### config.mk
export PLATFORM = sky130hd
export DESIGN_NAME = tlb_op_sequencer
export DESIGN_NICKNAME = d
export VERILOG_FILES = /design/src/rtl/tlb_op_sequencer_pkg.sv /design/src/rtl/tlb_random_counter.sv /design/src/rtl/tlb_op_sequencer.sv
export SDC_FILE = /design/constraint.sdc
export NUM_CORES = 1
export LEC_CHECK = 0
export BUFFER_PORTS_ARGS = -buffer_cell sky130_fd_sc_hd__clkbuf_2
export CORE_AREA = 8 8 141 143
export DETAILED_ROUTE_END_ITERATION = 10
export DIE_AREA = 0 0 149 151
export SYNTH_ARGS = -nofsm -noshare
export SYNTH_HDL_FRONTEND = slang
export SYNTH_HIERARCHICAL = 1
export SYNTH_SLANG_ARGS = --single-unit
export TNS_END_PERCENT = 30
### constraint.sdc
create_clock -name clk -period 1.9 [get_ports clk]
set_input_delay 0.38 -clock clk [delete_from_list [all_inputs] [get_ports clk]]
set_output_delay 0.38 -clock clk [all_outputs]
set_load 0.05 [all_outputs]
### src/rtl/tlb_op_sequencer_pkg.sv
`default_nettype none
// ============================================================================
// Module      : tlb_pkg
// Description : Shared types and entry field positions for the TLB
//               maintenance sequencer.
// Revision    : 1.0 - initial release
// ============================================================================
package tlb_pkg;

    localparam int TLB_ENTRIES  = 16;
    localparam int TLB_IDX_W    = 4;
    localparam int TLB_ENTRY_W  = 86;

    localparam int TLB_VPN2_MSB = 85;
    localparam int TLB_VPN2_LSB = 67;
    localparam int TLB_G_BIT    = 66;
    localparam int TLB_ASID_MSB = 65;
    localparam int TLB_ASID_LSB = 58;
    localparam int TLB_LO0_MSB  = 57;
    localparam int TLB_LO0_LSB  = 29;
    localparam int TLB_LO1_MSB  = 28;
    localparam int TLB_LO1_LSB  = 0;

    typedef enum logic [1:0] {
        OP_TLBR  = 2'd0,
        OP_TLBWI = 2'd1,
        OP_TLBWR = 2'd2,
        OP_TLBP  = 2'd3
    } tlb_op_e;

    typedef enum logic [2:0] {
        ST_IDLE     = 3'd0,
        ST_RD_ISSUE = 3'd1,
        ST_RD_WAIT  = 3'd2,
        ST_WRITE    = 3'd3,
        ST_PROBE    = 3'd4,
        ST_DONE     = 3'd5
    } tlb_seq_state_e;

endpackage
`default_nettype wire

### src/rtl/tlb_random_counter.sv
`default_nettype none
// ============================================================================
// Module      : tlb_random_counter
// Description : CP0 Random register; free-running down-counter bounded below
//               by Wired and reloaded to the top entry on any Wired write.
// Revision    : 1.0 - initial release
// ============================================================================
module tlb_random_counter #(
    parameter int IDX_W = 4
) (
    input  logic             clk,
    input  logic             rst,
    input  logic [IDX_W-1:0] cp0_wired,
    input  logic             cp0_wired_we,
    output logic [IDX_W-1:0] random_index
);

    localparam logic [IDX_W-1:0] c_TOP = '1;

    logic [IDX_W-1:0] r_random;

    // Wrap when the next decrement would enter the wired region.
    always_ff @(posedge clk) begin
        if (rst) begin
            r_random <= c_TOP;
        end else if (cp0_wired_we || (r_random <= cp0_wired)) begin
            r_random <= c_TOP;
        end else begin
            r_random <= r_random - IDX_W'(1);
        end
    end

    assign random_index = r_random;

endmodule
`default_nettype wire

### src/rtl/tlb_op_sequencer.sv
`default_nettype none
// ============================================================================
// Module      : tlb_op_sequencer
// Description : Multi-cycle sequencer for TLBR/TLBWI/TLBWR/TLBP, driving the
//               TLB maintenance port and the CP0 update strobes.
// Revision    : 1.0 - initial release
// ============================================================================
module tlb_op_sequencer
    import tlb_pkg::*;
#(
    parameter  int NUM_ENTRIES = TLB_ENTRIES,
    parameter  int ENTRY_W     = TLB_ENTRY_W,
    localparam int IDX_W       = $clog2(NUM_ENTRIES)
) (
    input  logic               clk,
    input  logic               rst,
    input  logic               op_valid,
    input  logic [1:0]         op_type,
    output logic               op_ready,
    input  logic [IDX_W-1:0]   cp0_index,
    input  logic [IDX_W-1:0]   cp0_wired,
    input  logic               cp0_wired_we,
    input  logic [ENTRY_W-1:0] cp0_entry,
    output logic               tlb_rd_en,
    output logic [IDX_W-1:0]   tlb_rd_idx,
    input  logic [ENTRY_W-1:0] tlb_rd_data,
    output logic               tlb_wr_en,
    output logic [IDX_W-1:0]   tlb_wr_idx,
    output logic [ENTRY_W-1:0] tlb_wr_data,
    output logic               cp0_tlbr,
    output logic [ENTRY_W-1:0] tlbr_data,
    output logic               cp0_tlbp,
    output logic               probe_miss,
    output logic [IDX_W-1:0]   probe_index,
    output logic [IDX_W-1:0]   random_index,
    output logic               busy,
    output logic               done
);

    localparam int c_CNT_W = IDX_W + 1;

    tlb_seq_state_e     r_state;
    tlb_seq_state_e     w_next_state;
    logic [IDX_W-1:0]   r_wr_idx;
    logic [c_CNT_W-1:0] r_probe_cnt;

    tlb_op_e            w_op;
    logic               w_accept;
    logic               w_cmp_valid;
    logic               w_scan_end;
    logic               w_hit;
    logic [IDX_W-1:0]   w_cmp_idx;

    assign w_op     = tlb_op_e'(op_type);
    assign w_accept = op_valid && (r_state == ST_IDLE);

    tlb_random_counter #(
        .IDX_W        (IDX_W)
    ) u_random (
        .clk          (clk),
        .rst          (rst),
        .cp0_wired    (cp0_wired),
        .cp0_wired_we (cp0_wired_we),
        .random_index (random_index)
    );

    // Probe pipeline: count k issues read k and compares the data of read k-1.
    assign w_cmp_valid = (r_probe_cnt != '0);
    assign w_scan_end  = (r_probe_cnt == c_CNT_W'(NUM_ENTRIES));
    assign w_cmp_idx   = r_probe_cnt[IDX_W-1:0] - IDX_W'(1);
    assign w_hit       = (r_state == ST_PROBE) && w_cmp_valid
                      && (tlb_rd_data[TLB_VPN2_MSB:TLB_VPN2_LSB] ==
                          cp0_entry[TLB_VPN2_MSB:TLB_VPN2_LSB])
                      && (tlb_rd_data[TLB_G_BIT] ||
                          (tlb_rd_data[TLB_ASID_MSB:TLB_ASID_LSB] ==
                           cp0_entry[TLB_ASID_MSB:TLB_ASID_LSB]));

    always_ff @(posedge clk) begin
        if (rst) begin
            r_state <= ST_IDLE;
        end else begin
            r_state <= w_next_state;
        end
    end

    always_comb begin
        w_next_state = r_state;
        case (r_state)
            ST_IDLE: begin
                if (op_valid) begin
                    case (w_op)
                        OP_TLBR:  w_next_state = ST_RD_ISSUE;
                        OP_TLBWI: w_next_state = ST_WRITE;
                        OP_TLBWR: w_next_state = ST_WRITE;
                        default:  w_next_state = ST_PROBE;
                    endcase
                end
            end
            ST_RD_ISSUE: w_next_state = ST_RD_WAIT;
            ST_RD_WAIT:  w_next_state = ST_IDLE;
            ST_WRITE:    w_next_state = ST_IDLE;
            ST_PROBE: begin
                if (w_hit || w_scan_end) begin
                    w_next_state = ST_IDLE;
                end
            end
            default:     w_next_state = ST_IDLE;
        endcase
    end

    // TLBWR takes Random as it stands at the accept edge.
    always_ff @(posedge clk) begin
        if (rst) begin
            r_wr_idx    <= '0;
            r_probe_cnt <= '0;
        end else begin
            if (w_accept && (w_op == OP_TLBWI)) begin
                r_wr_idx <= cp0_index;
            end else if (w_accept && (w_op == OP_TLBWR)) begin
                r_wr_idx <= random_index;
            end

            if (w_accept) begin
                r_probe_cnt <= '0;
            end else if (r_state == ST_PROBE) begin
                r_probe_cnt <= r_probe_cnt + c_CNT_W'(1);
            end
        end
    end

    // Strobes are suppressed while reset is held so nothing leaks out
    // of an operation that is being aborted.
    always_comb begin
        tlb_rd_en   = 1'b0;
        tlb_rd_idx  = '0;
        tlb_wr_en   = 1'b0;
        tlb_wr_data = '0;
        cp0_tlbr    = 1'b0;
        tlbr_data   = '0;
        cp0_tlbp    = 1'b0;
        probe_miss  = 1'b0;
        probe_index = '0;
        done        = 1'b0;
        if (!rst) begin
            case (r_state)
                ST_RD_ISSUE: begin
                    tlb_rd_en  = 1'b1;
                    tlb_rd_idx = cp0_index;
                end
                ST_RD_WAIT: begin
                    tlbr_data = tlb_rd_data;
                    cp0_tlbr  = 1'b1;
                    done      = 1'b1;
                end
                ST_WRITE: begin
                    tlb_wr_en   = 1'b1;
                    tlb_wr_data = cp0_entry;
                    done        = 1'b1;
                end
                ST_PROBE: begin
                    tlb_rd_en  = !w_scan_end;
                    tlb_rd_idx = r_probe_cnt[IDX_W-1:0];
                    if (w_hit) begin
                        cp0_tlbp    = 1'b1;
                        probe_index = w_cmp_idx;
                        done        = 1'b1;
                    end else if (w_scan_end) begin
                        cp0_tlbp   = 1'b1;
                        probe_miss = 1'b1;
                        done       = 1'b1;
                    end
                end
                default: ;
            endcase
        end
    end

    assign tlb_wr_idx = r_wr_idx;
    assign op_ready   = (r_state == ST_IDLE);
    assign busy       = !op_ready;

endmodule
`default_nettype wire

After elaboration in Yosys (flattened, before gate mapping)
Index checks and enable logic that the tools add are counted.
Cells by class
  muxes and demuxes: 30
  multipliers: 0
  divide/modulo/power cells: 0
  reduce and logical (&&, ||, !) cells: 20
  bitwise gates (word level): 0
  equality and inequality tests: 11
  shift-type cells: 0
  $add $sub $neg: 3
  order comparisons: 1
Operators with widths (count)
  $mux W86: 4
  $mux W4: 6
  $eq A19 B19 Y1: 1
  $mux W1: 13
  $pmux W3 S3: 1
  $eq A8 B8 Y1: 1
  $pmux W4 S2: 1
  $reduce_or A2 Y1: 4
  $sub A4 B1 Y4 const B: 2
  $eq A3 B2 Y1 const B: 2
  $logic_and A1 B1 Y1: 6
  $mux W3: 2
  $pmux W3 S2: 1
  $add A5 B1 Y5 const B: 1
  $eq A5 B5 Y1 const B: 1
  $reduce_bool A5 Y1: 1
  $le A4 B4 Y1: 1
  $ne A2 B2 Y1 const B: 2
  $pmux W1 S2: 2
  $eq A3 B1 Y1 const B: 1
  $eq A3 B3 Y1 const B: 1
  $logic_not A3 Y1: 1
  $logic_or A1 B1 Y1: 3
  $eq A2 B1 Y1 const B: 1
  5 further kinds: 6
Word-level totals
  output and inout bits: 196
  bits of input ports: 186
  memories: 0
  memory bits (writable): 0
  flip-flop bits (word level): 16
  word-level logic and storage cells: 69
  latch bits: 0
  memory bits (read-only): 0

Depth between registers and ports, before layout
  word-level depth: 7
  gate-level depth with buffers: 7
  depth with buffers taken out: 6

By module
Netlist, hierarchy kept.
By module, submodules not included
  tlb_op_sequencer: cells an instance 344, instances 1, area an instance 2321.0 um^2, sequential area each 240.2 um^2
  tlb_random_counter: cells an instance 26, instances 1, area an instance 280.3 um^2, sequential area each 80.1 um^2

Worst setup path after synthesis
No wires, ideal clock.
  path kind: input -> output
  from: input tlb_rd_data[60]
  to: output probe_miss
  slack: -920 ps
  required time: 1520 ps
  path buffers: 0
  stages: 5
  arrival: 2440 ps
  cell sequence: xor2_1 nor4_1 a41o_1 and3_1 nor4_1
Between the ends
  longest elaborated chain between the ends: 6
RTL lines
  from (decl): RTL line tlb_op_sequencer.sv:26  | input logic [ENTRY_W-1:0] tlb_rd_data,
  $eq A8 B8 Y1: RTL line tlb_op_sequencer.sv:75  | (tlb_rd_data[TLB_ASID_MSB:TLB_ASID_LSB] ==
  $logic_or A1 B1 Y1: RTL line tlb_op_sequencer.sv:74  | && (tlb_rd_data[TLB_G_BIT] ||
  $logic_and A1 B1 Y1: RTL line tlb_op_sequencer.sv:74
  $mux W1: RTL line tlb_op_sequencer.sv:163  | if (w_hit) begin
  $mux W1: RTL line tlb_op_sequencer.sv:145  | case (r_state)
  $mux W1: RTL line tlb_op_sequencer.sv:144  | if (!rst) begin
  to (decl): RTL line tlb_op_sequencer.sv:33  | output logic probe_miss,
Every way passes these cells.

Worst setup path in the final report
  from: input cp0_entry[70]
  to: output probe_index[3]
Between the ends
  longest elaborated chain between the ends: 6
RTL lines
  from (decl): RTL line tlb_op_sequencer.sv:23  | input logic [ENTRY_W-1:0] cp0_entry,
  $eq A19 B19 Y1: RTL line tlb_op_sequencer.sv:72  | && (tlb_rd_data[TLB_VPN2_MSB:TLB_VPN2_LSB] ==
  $logic_and A1 B1 Y1: RTL line tlb_op_sequencer.sv:72
  $logic_and A1 B1 Y1: RTL line tlb_op_sequencer.sv:74
  $mux W4: RTL line tlb_op_sequencer.sv:163
  $mux W4: RTL line tlb_op_sequencer.sv:145
  $mux W4: RTL line tlb_op_sequencer.sv:144
  to (decl): RTL line tlb_op_sequencer.sv:34  | output logic [IDX_W-1:0] probe_index,
Every way passes these cells.

==> impl_summary.log <==
INFO  metric worstReg2RegEnd = tlb_wr_idx[0]
INFO  metric post_synth_instance_area = 0.00260 sq mm
INFO  metric cp_common_cell = sky130_fd_sc_hd__nand4_1
INFO  metric failing_checks = negative setup slack
INFO  metric cp-start-kind = input pin
INFO  metric dp.final_hpwl = 16200 um
INFO  metric path_cells = clkbuf_2 -> xnor2_2 -> nand4_1 -> nor4_4 -> buf_4 -> nand4_1 -> buf_6 -> nor2_4 -> buf_12
INFO  metric synth_area_leader_cell = sky130_fd_sc_hd__and2_1
INFO  metric most-common-layout-cells = sky130_fd_sc_hd__clkbuf_2, sky130_fd_sc_hd__buf_12, sky130_fd_sc_hd__and2_4, sky130_fd_sc_hd__buf_4, sky130_fd_sc_hd__nor2_1
INFO  metric die_h = 151 um
INFO  metric timing.setup.critical_path_class = in -> out
INFO  metric insertion_delay = 0.25 ns
INFO  metric post_layout_nonfiller_instances = 1029
INFO  metric die-area = 0.0225 sq mm
INFO  metric drt_first_pass_iters = 4
INFO  metric post-synth-top-area-fraction = 41.4%
INFO  metric r2r_slack = 0.24 ns
INFO  metric clock-skew-final = 0.00144 ns
INFO  metric grt.total_usage = 17.2%
INFO  metric post_route_cells_drive_above_1_share = slightly above 80%
INFO  metric ctsHtreeMaxLevel = 1
INFO  metric grt_setup_unrepaired = true
INFO  metric avgRoutedWirePerCell = 20.8 um
INFO  metric synthArstFlopShare = 0%
INFO  metric worst_r2r_startpoint = r_state[1]
INFO  metric clock_tree.root_cell = sky130_fd_sc_hd__clkbuf_16
INFO  metric finalSetupViolCount = 181
INFO  metric num_antenna_cells = 0
INFO  metric worstSetupEndpointType = output pin
INFO  metric synth.net_count = 567
INFO  metric maxSlewHeadroom = 75.9%
INFO  metric ioPinCount = 382
INFO  metric timing.hold.worst.class = in -> reg
INFO  metric timing_worst_slew_pin_value = about 0.36 ns
INFO  metric ys_warn_count = 6
INFO  metric worst_slack = -0.393 ns
INFO  metric final_period_minus_worst_setup_slack = between 2 and 2.5 ns
INFO  metric floorplan.die.width = 149 um
INFO  metric ys_seq_area_share = 12.3%
INFO  metric cts_hold_repair.buffers = 0
INFO  metric grt_remaining_overflow = 0
INFO  metric grt_first_pass_wirelength = 29900 um
INFO  metric yosysUniqueCellTypes = 38
INFO  metric layout-area-overhead-vs-synth = 249%
INFO  metric critical_path.max_stage_delay = 0.33 ns
INFO  metric cts_tree = yes
INFO  metric reg2reg_depth = 7
INFO  metric grt_antenna_before_repair = 0
INFO  metric fin_setup_tns = -35.47 ns
INFO  metric starting_density_of_the_core = 14.7%
INFO  metric finalNetCount = approximately 1000
INFO  metric synth_ff_type = sky130_fd_sc_hd__dfxtp_1
INFO  metric synth.ff_latch_count = 16
INFO  metric finalWeightedCongestion = approximately 0.87
INFO  metric total_routed_wirelength = between 20000 and 25000 um
INFO  metric p_per_area = ~240 mW/mm^2
INFO  metric outcome = complete, but fails checks
INFO  metric syn_inst = 370
INFO  metric vdd_drop_max = ~0.00026 V
INFO  metric grt_start_max_net_pins = 26
INFO  metric route.antenna.remaining_nets = 0
INFO  metric dr_total_vias = 4237
INFO  metric worstPathRequired = approximately 1.5 ns
INFO  metric fp-row-count = a little under 50
INFO  metric arrival_worst_endpoint = 1.91 ns
INFO  metric cts-buffers-inserted = 3
INFO  metric final_min_period_over_clock_period = 121%
INFO  metric drcViolationCount = 0
INFO  metric via_per_inst = 4.12
INFO  metric syn_avg_cell_area = around 7.0 sq um
INFO  metric place_inst = 996
INFO  metric clock_tree.buffer_depth = 2
INFO  metric port_buffers = roughly 380
INFO  metric hold_path.startpoint = cp0_wired_we
INFO  metric floorplan_core_area = 0.0177 sq mm
INFO  metric drv_cap = 0
INFO  metric startpoint = cp0_entry[70]
INFO  metric fmaxAchievable = ~0.44 GHz
INFO  metric grt_pass1_vias = 4609
INFO  metric worst-path-max-fanout = 5
INFO  metric clk_transition_reported_paths = 0.05 ns
INFO  metric starting_drc_count_in_detailed_routing = 97
INFO  metric mostFrequentLayoutCell = sky130_fd_sc_hd__clkbuf_2
INFO  metric post_synth_edffs = 0
INFO  metric hold_violations = 0
INFO  metric clkSinkCount = 16
INFO  metric critPathSlowestCell = sky130_fd_sc_hd__nor4_4
INFO  metric drv_slew = 0
INFO  metric total_leakage_power = 4.21 nW
INFO  metric netlist_top_cells_area = sky130_fd_sc_hd__and2_1, sky130_fd_sc_hd__dfxtp_1, sky130_fd_sc_hd__xnor2_1
INFO  metric crit_path_end = probe_index[3]
==> layout make-up <==
| class | instances | area, sq um |
|---|---|---|
| Fill cell | 1536 | 8580 |
| Tap cell | 229 | 287 |
| Multi-Input combinational cell | 315 | 2730 |
| Clock buffer | 4 | 88.8 |
| Sequential cell | 16 | 327 |
| Inverter | 14 | 52.6 |
| Timing Repair Buffer | 451 | 5600 |
==> per-stage QoR <==
stage / utilization [%] / hold slack [ns] / instance area [sq um] / power, mW / worst slack [ns]
after detailed placement: 43.4 / 0.459 / 7660 / 1.49 / -0.666
after global placement: 43.4 / 0.445 / 7660 / 1.48 / -0.728
after floorplan: - / 0.502 / 2730 / 0.887 / -0.389
after global routing: 51.4 / 0.400 / 9080 / 2.27 / -0.542
final: 51.4 / 0.393 / 9080 / 2.18 / -0.393
after CTS: 51.0 / 0.390 / 9000 / 2.17 / -0.463
==> power by group <==
part           internal (mW)  leakage [nW]  total (mW)  switching [mW]
Sequential             0.350         0.132       0.361          0.0110
Combinational          0.671          4.03        1.35           0.678
Clock                  0.320        0.0442       0.466           0.145
Total                   1.34          4.21        2.18           0.834
==> worst min path at each step <==
| stage | endpoint | cells past startpoint |
|---|---|---|
| floorplan | u_random/random_index[2] | 2 |
| CTS | u_random/random_index[3] | 3 |
| global route | u_random/random_index[3] | 3 |
| finish | u_random/random_index[3] | 3 |
| global placement | u_random/random_index[0] | 1 |
| detailed placement | u_random/random_index[0] | 1 |
==> logic make-up (layout without fill, tap and decap cells) <==
logic type / Yosys count / in the layout / share of synthesized area (%)
fa+ha+maj: 11 / 11 / 5.29
compound gates: 24 / 24 / 6.69
simple gates: 246 / 246 / 58.0
flops: 16 / 16 / 12.3
buf+inv: 39 / 469 / 6.25
xor+xnor: 34 / 34 / 11.4
==> layer usage <==
layer / vias up / part of all wire [%] / track usage [%]
met5: - / 0 / 0
met4: 0 / 0.74 / 2.17
li1: 2043 / - / -
met3: 13 / 5.3 / 2.69
met1: 2008 / 39 / 19.9
met2: 173 / 55 / 33.2
==> worst max-delay path, delay by kind of cell <==
kind,cells,cell delay (ns)
and+or+nand+nor,4,0.74
xor gates and xnor gates,1,0.16
buffers and inverters,4,0.62
==> timing repair <==
item                       in CTS  in global routing
resized for setup             232                 36
pin swaps                     152                 14
gates cloned                   14                  2
setup endpoints to repair     187                192
buffers inserted               16                  2
==> registers in the layout, indices dropped and copies added (netlist names) <==
signal                 flops
r_probe_cnt                5
r_state                    3
tlb_wr_idx                 4
u_random/random_index      4
==> cells in the mapped netlist (2+ instances only) <==
cell	count
sky130_fd_sc_hd__a21oi_1	9
sky130_fd_sc_hd__a22oi_1	4
sky130_fd_sc_hd__and2_1	172
sky130_fd_sc_hd__buf_2	2
sky130_fd_sc_hd__buf_4	2
sky130_fd_sc_hd__clkbuf_1	16
sky130_fd_sc_hd__clkbuf_2	5
sky130_fd_sc_hd__dfxtp_1	16
sky130_fd_sc_hd__ha_1	11
sky130_fd_sc_hd__inv_1	14
sky130_fd_sc_hd__nand2_1	6
sky130_fd_sc_hd__nand3_1	2
sky130_fd_sc_hd__nand4_1	7
sky130_fd_sc_hd__nor2_1	26
sky130_fd_sc_hd__nor2b_1	6
sky130_fd_sc_hd__nor3_1	12
sky130_fd_sc_hd__nor4_1	4
sky130_fd_sc_hd__o211ai_1	4
sky130_fd_sc_hd__xnor2_1	25
sky130_fd_sc_hd__xor2_1	9
Power figures use the tool's default switching activity.
